[config.mk]
export PLATFORM = sky130hd
export DESIGN_NAME = flash_rom_loader
export DESIGN_NICKNAME = d
export VERILOG_FILES = /design/src/rtl/flash_rom_loader_pkg.sv /design/src/rtl/flash_rom_loader_spi_bit_engine.sv /design/src/rtl/flash_rom_loader.sv
export SDC_FILE = /design/constraint.sdc
export NUM_CORES = 1
export LEC_CHECK = 0
export ABC_AREA = 1
export CORE_UTILIZATION = 30
export DETAILED_ROUTE_END_ITERATION = 16
export HOLD_SLACK_MARGIN = 0.05
export PLACE_DENSITY_LB_ADDON = 0.15
export SLEW_MARGIN = 20
export SYNTH_ARGS = -nofsm -noshare
export SYNTH_HDL_FRONTEND = slang
export SYNTH_SLANG_ARGS = --single-unit
[constraint.sdc]
create_clock -name clk -period 1.97 [get_ports clk]
set_input_delay 0.591 -clock clk [delete_from_list [all_inputs] [get_ports clk]]
set_output_delay 0.591 -clock clk [all_outputs]
set_load 0.02 [all_outputs]
[src/rtl/flash_rom_loader_pkg.sv]
// Shared constants and state encoding for the flash-to-boot-ROM copier.
// The READ command word is opcode followed by the 24-bit start address.
package flash_rom_loader_pkg;

  localparam logic [7:0] READ_OPCODE = 8'h03;
  localparam int         CMD_BITS    = 32;
  localparam int         CMD_BYTES   = CMD_BITS / 8;

  typedef enum logic [1:0] {
    ST_IDLE   = 2'd0,
    ST_CMD    = 2'd1,
    ST_DATA   = 2'd2,
    ST_FINISH = 2'd3
  } state_e;

  function automatic logic [CMD_BITS-1:0] read_cmd(input logic [23:0] addr);
    return {READ_OPCODE, addr};
  endfunction

endpackage

[src/rtl/flash_rom_loader_spi_bit_engine.sv]
// SPI mode-0 bit engine: half-period divider, flash clock, MSB-first shift-out
// of the command word and shift-in of read data with per-byte strobes.
module spi_bit_engine #(
  parameter int CLKDIV = 2
) (
  input  logic        clk,
  input  logic        rst_n,
  input  logic        i_load,
  input  logic        i_run,
  input  logic [31:0] i_tx_word,
  input  logic        i_miso,
  output logic        o_sclk,
  output logic        o_mosi,
  output logic        o_byte_ready,
  output logic        o_byte_end,
  output logic [7:0]  o_rx_byte
);

  localparam int                DIV_W    = (CLKDIV > 1) ? $clog2(CLKDIV) : 1;
  localparam logic [DIV_W-1:0]  DIV_LAST = DIV_W'(CLKDIV - 1);

  logic [DIV_W-1:0] r_div;
  logic             r_sclk;
  logic [31:0]      r_tx;
  logic [6:0]       r_rx;
  logic [2:0]       r_bitcnt;

  logic             w_div_last;
  logic             w_sample;
  logic             w_bit_end;
  logic [7:0]       w_rx;

  assign w_div_last = (r_div == DIV_LAST);
  // Sample on the cycle whose closing edge raises flash_clk; a bit ends when the high phase does.
  assign w_sample   = i_run && !r_sclk && w_div_last;
  assign w_bit_end  = i_run &&  r_sclk && w_div_last;
  assign w_rx       = {r_rx, i_miso};

  assign o_sclk       = r_sclk;
  assign o_mosi       = r_tx[31];
  assign o_rx_byte    = w_rx;
  assign o_byte_ready = w_sample  && (r_bitcnt == 3'd7);
  assign o_byte_end   = w_bit_end && (r_bitcnt == 3'd7);

  always_ff @(posedge clk or negedge rst_n) begin
    if (!rst_n) begin
      r_div    <= '0;
      r_sclk   <= 1'b0;
      r_tx     <= '0;
      r_rx     <= '0;
      r_bitcnt <= '0;
    end else if (i_load) begin
      r_div    <= '0;
      r_sclk   <= 1'b0;
      r_tx     <= i_tx_word;
      r_rx     <= '0;
      r_bitcnt <= '0;
    end else if (!i_run) begin
      r_div    <= '0;
      r_sclk   <= 1'b0;
    end else begin
      r_div <= w_div_last ? '0 : r_div + DIV_W'(1);
      if (w_div_last) r_sclk <= ~r_sclk;
      if (w_sample)   r_rx   <= w_rx[6:0];
      if (w_bit_end) begin
        // Replicate the LSB so mosi keeps the last address bit through the data phase.
        r_tx     <= {r_tx[30:0], r_tx[0]};
        r_bitcnt <= r_bitcnt + 3'd1;
      end
    end
  end

endmodule

[src/rtl/flash_rom_loader.sv]
// Boot-time copier: issues a SPI flash READ and streams LENGTH bytes into the
// boot ROM write port, holding busy until the image is complete.
module flash_rom_loader
  import flash_rom_loader_pkg::*;
#(
  parameter logic [23:0] FLASH_BASE = 24'h000000,
  parameter int          LENGTH     = 16384,
  parameter int          ADDR_W     = 14,
  parameter int          CLKDIV     = 2,
  parameter int          AUTOSTART  = 1
) (
  input  logic              clk,
  input  logic              rst_n,
  input  logic              start,
  output logic              flash_cs_n,
  output logic              flash_clk,
  output logic              flash_mosi,
  input  logic              flash_miso,
  output logic [ADDR_W-1:0] mem_a,
  output logic [7:0]        mem_dout,
  output logic              mem_we,
  output logic              busy,
  output logic              done,
  output state_e            o_dbg_state
);

  localparam int                    CMD_CNT_W    = $clog2(CMD_BYTES);
  localparam logic [CMD_CNT_W-1:0]  CMD_CNT_LAST = CMD_CNT_W'(CMD_BYTES - 1);
  localparam logic [ADDR_W-1:0]     LEN_LAST     = ADDR_W'(LENGTH - 1);
  localparam int                    GAP_W        = $clog2(2 * CLKDIV);
  localparam logic [GAP_W-1:0]      GAP_LAST     = GAP_W'(2 * CLKDIV - 1);

  state_e                r_state;
  state_e                w_next;
  logic [CMD_CNT_W-1:0]  r_cmd_cnt;
  logic [ADDR_W-1:0]     r_byte;
  logic [GAP_W-1:0]      r_gap;
  logic                  r_pend;
  logic                  r_done;
  logic                  r_we;
  logic [ADDR_W-1:0]     r_a;
  logic [7:0]            r_dout;

  logic                  w_busy;
  logic                  w_enter_cmd;
  logic                  w_byte_ready;
  logic                  w_byte_end;
  logic [7:0]            w_rx_byte;

  spi_bit_engine #(
    .CLKDIV (CLKDIV)
  ) u_engine (
    .clk          (clk),
    .rst_n        (rst_n),
    .i_load       (w_enter_cmd),
    .i_run        (w_busy),
    .i_tx_word    (read_cmd(FLASH_BASE)),
    .i_miso       (flash_miso),
    .o_sclk       (flash_clk),
    .o_mosi       (flash_mosi),
    .o_byte_ready (w_byte_ready),
    .o_byte_end   (w_byte_end),
    .o_rx_byte    (w_rx_byte)
  );

  always_ff @(posedge clk or negedge rst_n) begin
    if (!rst_n) r_state <= ST_IDLE;
    else        r_state <= w_next;
  end

  always_comb begin
    w_next      = r_state;
    w_busy      = 1'b0;
    w_enter_cmd = 1'b0;
    case (r_state)
      ST_IDLE: begin
        if ((AUTOSTART != 0) || start) w_next = ST_CMD;
      end
      ST_CMD: begin
        w_busy = 1'b1;
        if (w_byte_end && (r_cmd_cnt == CMD_CNT_LAST)) w_next = ST_DATA;
      end
      ST_DATA: begin
        w_busy = 1'b1;
        if (w_byte_end && (r_byte == LEN_LAST)) w_next = ST_FINISH;
      end
      ST_FINISH: begin
        // A restart waits until chip select has been high for a full bit time.
        if ((start || r_pend) && (r_gap == GAP_LAST)) w_next = ST_CMD;
      end
      default: w_next = ST_IDLE;
    endcase
    if (!w_busy && (w_next == ST_CMD)) w_enter_cmd = 1'b1;
  end

  always_ff @(posedge clk or negedge rst_n) begin
    if (!rst_n) begin
      r_cmd_cnt <= '0;
      r_byte    <= '0;
      r_gap     <= '0;
      r_pend    <= 1'b0;
      r_done    <= 1'b0;
    end else begin
      if (r_state != ST_FINISH)  r_gap <= '0;
      else if (r_gap != GAP_LAST) r_gap <= r_gap + GAP_W'(1);

      if (w_enter_cmd)                        r_pend <= 1'b0;
      else if ((r_state == ST_FINISH) && start) r_pend <= 1'b1;

      if (w_enter_cmd)                                      r_done <= 1'b0;
      else if ((r_state == ST_DATA) && (w_next == ST_FINISH)) r_done <= 1'b1;

      if (w_enter_cmd) begin
        r_cmd_cnt <= '0;
        r_byte    <= '0;
      end else if (w_byte_end) begin
        if (r_state == ST_CMD) r_cmd_cnt <= r_cmd_cnt + CMD_CNT_W'(1);
        // Holding at the last index keeps a full-size image from wrapping the address.
        else if ((r_state == ST_DATA) && (r_byte != LEN_LAST)) r_byte <= r_byte + ADDR_W'(1);
      end
    end
  end

  always_ff @(posedge clk or negedge rst_n) begin
    if (!rst_n) begin
      r_we   <= 1'b0;
      r_a    <= '0;
      r_dout <= '0;
    end else if ((r_state == ST_DATA) && w_byte_ready) begin
      r_we   <= 1'b1;
      r_a    <= r_byte;
      r_dout <= w_rx_byte;
    end else begin
      r_we   <= 1'b0;
    end
  end

  assign flash_cs_n  = !w_busy;
  assign busy        = w_busy;
  assign done        = r_done;
  assign mem_we      = r_we;
  assign mem_a       = r_a;
  assign mem_dout    = r_dout;
  assign o_dbg_state = r_state;

endmodule

==> results <==
- The initial utilization of the core area, before any placement, comes to 31.2%.
- The violation count after the first detailed-routing iteration is 137.
- The type of destination of the critical path is a register.
- The worst setup path is launched from a register.
- At the pin with the least slew margin, the transition time is between 0.3 and 0.4 ns.
- The floorplan step defined a core boundary enclosing 12,800 sq um.
- The diode insertion count for antenna repair is 0.
- For the final database, setup skew stands at 0.00552 ns.
- The initial antenna violation count is 0.
- The number of remaining DRC errors is 0.
- The CTS buffer count is 9.
- In the post-route analysis, the smallest setup slack over all paths is 0.0469 ns.
- Power spread over the standard cell area amounts to between 600 and 700 nW/um^2.
- The highest fanout seen on the critical path is 7.
- The number of nets handed over by synthesis was 451.
- Derived from the worst setup path, the maximum achievable clock frequency is approximately 0.52 GHz.
- The routed layout has between 3,000 and 4,000 vias.
- The worst setup slack after placement is -0.253 ns.
- During placement, the flow inserted port buffers numbering 33.
- The first TritonRoute pass finished after 4 iterations.
- The sink count of the clock tree is 88.
- The cell accounting for the most synthesized area is dfrtp_1.
- The filler cell count is 1,293.
- Entering global routing, the biggest net connects 36 pins.
- The portion of synthesized cell area occupied by the leading cell type is a little under three fifths.
- The share of synthesized registers carrying an async set or reset is between 90% and 100%.
- The number of different library cells in the post-synthesis netlist is 30.
- In the synthesized netlist, the number of instances is 438.
- The number of nets in the finished design is 517.
- By count the netlist is led by nand2_1 (107), dfrtp_1 (88), inv_1 (54).
- The congestion estimate from routability-driven global placement came to 0.726.
- The via-per-instance ratio is about 4.6.
- The static leakage is 0.00248 uW.
- The cell at the root of the clock tree is clkbuf_16.
- For this run the aggregate overflow at the end of global routing stands at 0.
- The run finished with clean final reports.
- The endpoint arrival time on the critical path is 2.16 ns.
- Across the VDD grid, the largest voltage drop is 446 uV.
- The most repeated cell in the gate-level netlist after synthesis is nand2_1.
- After detailed routing, the total wire length is 8890 um.
- The number of setup violations in the final report is 0.
- After floorplanning, the core was divided into 41 placement rows.
- The required time at the worst-slack endpoint is around 2.2 ns.
- Across every metal layer, demand over resource in global routing totals 13.8%.
- The count of final max-slew check failures is 0.
- The most numerous cell type found on the critical path is nand2_1.
- The synthesized area per cell is between 9 and 10 sq um.
- Headroom to the max-slew limit came out at 75.0%.
- Yosys attributes the largest share of cell area to dfrtp_1 (55%), nand2_1 (10%), inv_1 (5.1%).
- The maximum buffer depth of the clock tree is 2.
- The CTS tree is done.
- The later pin in the worst-skew pair is clocked with a latency of ~0.34 ns.
- The number of max-cap violations is 0.
- The number of enable-type register cells in the synthesized netlist is 0.
- The top-level I/O count is 34.
- The final non-filler cell area is ~5300 sq um.
- The clock-pin slew on the worst setup and hold paths is 0.06 ns.
- The area growth from synthesis to layout is 32.0%.
- The sum of net half-perimeters after detailed placement is between 5000 and 6000 um.
- The total placed instance area is 4720 sq um.
- The number of global-route vias before repair is around 3,000.
- The worst min-delay path class is input port to async pin.
- The mean routed wirelength per cell is 13.0 um.
- The final critical-path required period is approximately 1.9 ns.
- The post-route netlist has 21.4% of its cells at a drive strength greater than 1.
- Measured along the x axis, the die boundary spans about 120 um.
- Setup repair after global routing could not meet its margin everywhere.
- The biggest cell delay along the critical path is 0.41 ns.
- The number of hold violations in the final report is 0.
- The post-route clock period utilization is 97.6%.
- In this run the cell area of the synthesized design comes to 4000 sq um.
- Once detail routing completed, the nets flagged for antenna violations numbered 0.
- The cell with the largest stage delay on the worst path is dfrtp_2.
- The number of H-tree levels is 3.
- The start-to-end type of the worst setup path is register to register.
- Among all flip-flop cells after synthesis, the most frequent one is dfrtp_1.
- Yosys printed 0 warnings.
- The sequential fraction of the synthesis area is 55.1%.
- The first global-routing pass estimated 15,000 um of wire.
- The critical path goes through inv_2 > ha_4 > nand2_4 > nor2_4 > nand3_2 > nand2_1 > nand2_1 > nand2_2 > a21oi_4 > buf_6 > nand3_4 > nand3_2 > nand2_1.
- The number of hold buffers added after CTS was 0.
- For the final routed database, the setup TNS stands at 0 ns.
- The vertical die dimension is 117 um.
- The die covers 13,800 sq um.
- The post-synthesis sequential element count is approximately 90.
-- layout by cell type, fill, tap and decap left out, types with 2 or more instances in the layout --
| cell | instances |
|---|---|
| nor2_4 | 2 |
| buf_6 | 5 |
| inv_2 | 5 |
| a21oi_1 | 3 |
| dfrtp_2 | 2 |
| clkbuf_1 | 2 |
| nand2_2 | 4 |
| clkbuf_8 | 2 |
| o21ai_1 | 26 |
| buf_4 | 28 |
| nor2_1 | 15 |
| xor2_1 | 12 |
| nand3_4 | 3 |
| nand3_1 | 25 |
| o21ai_0 | 19 |
| nand3b_1 | 2 |
| nor2_2 | 2 |
| nand4_1 | 14 |
| ha_1 | 6 |
| nand3_2 | 13 |
| nand2_1 | 103 |
| clkinv_2 | 2 |
| xnor2_1 | 2 |
| clkbuf_16 | 9 |
| ha_2 | 2 |
| dlygate4sd2_1 | 3 |
| nand2_8 | 2 |
| buf_12 | 6 |
| nor3_1 | 5 |
| o21ai_2 | 10 |
| dfrtp_1 | 86 |
| clkdlybuf4s50_1 | 27 |
| clkinvlp_4 | 2 |
| inv_1 | 48 |
-- per-layer routing --
layer,vias up,wire length [um],GRT usage [%]
li1,1552,-,-
met1,1501,4130,17.7
met2,79,4200,21.6
met3,8,446,4.67
met4,0,111,4.63
met5,-,0,0
-- report_power, final --
group | internal [uW] | switching [uW] | total (uW)
registers | 1810 | 3.34 | 1820
logic | 16.0 | 43.4 | 59.5
clock network | 1050 | 671 | 1720
total | 2880 | 718 | 3600
-- path summary, 6_finish.rpt --
check,depth (start not counted),start,slack (ns),to
max,13,o_dbg_state[1],0.05,r_byte[13]
max reg2reg,13,o_dbg_state[1],0.05,r_byte[13]
min reg2reg,1,u_engine.r_div,0.47,u_engine.r_div
max in group asynchronous,2,rst_n,1.28,u_engine.r_bitcnt[1]
min in group clk,1,u_engine.r_div,0.47,u_engine.r_div
min,1,rst_n,0.17,mem_dout[5]
-- repair_timing --
action                     in CTS  in global routing
pin swaps                       3                 16
gates cloned                    1                  1
buffers inserted                5                  4
setup endpoints to repair      40                 59
hold endpoints to repair        0                  0
gates resized for setup        21                 41
-- final cells by class --
| class | instances | area (sq um) | area share, % |
|---|---|---|---|
| flip-flops and latches | 88 | 2200 | 41.8 |
| multi-input cells | 278 | 1640 | 31.1 |
| repair buffers | 71 | 699 | 13.3 |
| clock buffers | 13 | 260 | 4.93 |
| inverters | 56 | 218 | 4.13 |
| well taps | 172 | 215 | 4.08 |
| clock inverters | 3 | 40.0 | 0.759 |
-- state kept, by name, indices dropped and copies added (netlist names) --
name,cells
u_engine.r_tx,31
mem_a,14
r_byte,14
mem_dout,8
u_engine.r_rx,7
u_engine.r_bitcnt,3
o_dbg_state,2
r_cmd_cnt,2
r_gap,2
done,1
mem_we,1
r_pend,1
u_engine.o_sclk,1
u_engine.r_div,1
-- critical path, delay by kind of cell, from the launching register on --
kind / cells / cell delay [ns]
simple gates: 9 / 0.70
flops: 1 / 0.41
fa+ha+maj: 1 / 0.23
buf+inv: 2 / 0.24
compound gates: 1 / 0.24
-- kinds of logic (layout without fill, tap and decap cells) --
kind of cell / after synthesis / after routing / share of synthesized area [%]
simple gates: 193 / 194 / 22.3
compound gates: 61 / 61 / 8.64
xor+xnor: 14 / 14 / 3.07
flops: 88 / 88 / 55.1
fa+ha+maj: 9 / 9 / 2.82
buf+inv: 73 / 143 / 8.04
-- metrics by stage --
| step | power [uW] | hold slack (ns) | util, % | cells |
|---|---|---|---|---|
| 2_1_floorplan | 1860 | 0.295 | - | 438 |
| 6_report | 3600 | 0.168 | 41.2 | 681 |
| 4_1_cts | 3670 | 0.160 | 39.9 | 676 |
| 5_1_grt | 3750 | 0.177 | 41.2 | 681 |
| 3_5_place_dp | 1910 | 0.466 | 36.8 | 654 |
| 3_3_place_gp | 1910 | 0.450 | 36.8 | 654 |
Note: power is estimated with default switching activity, not from simulation.
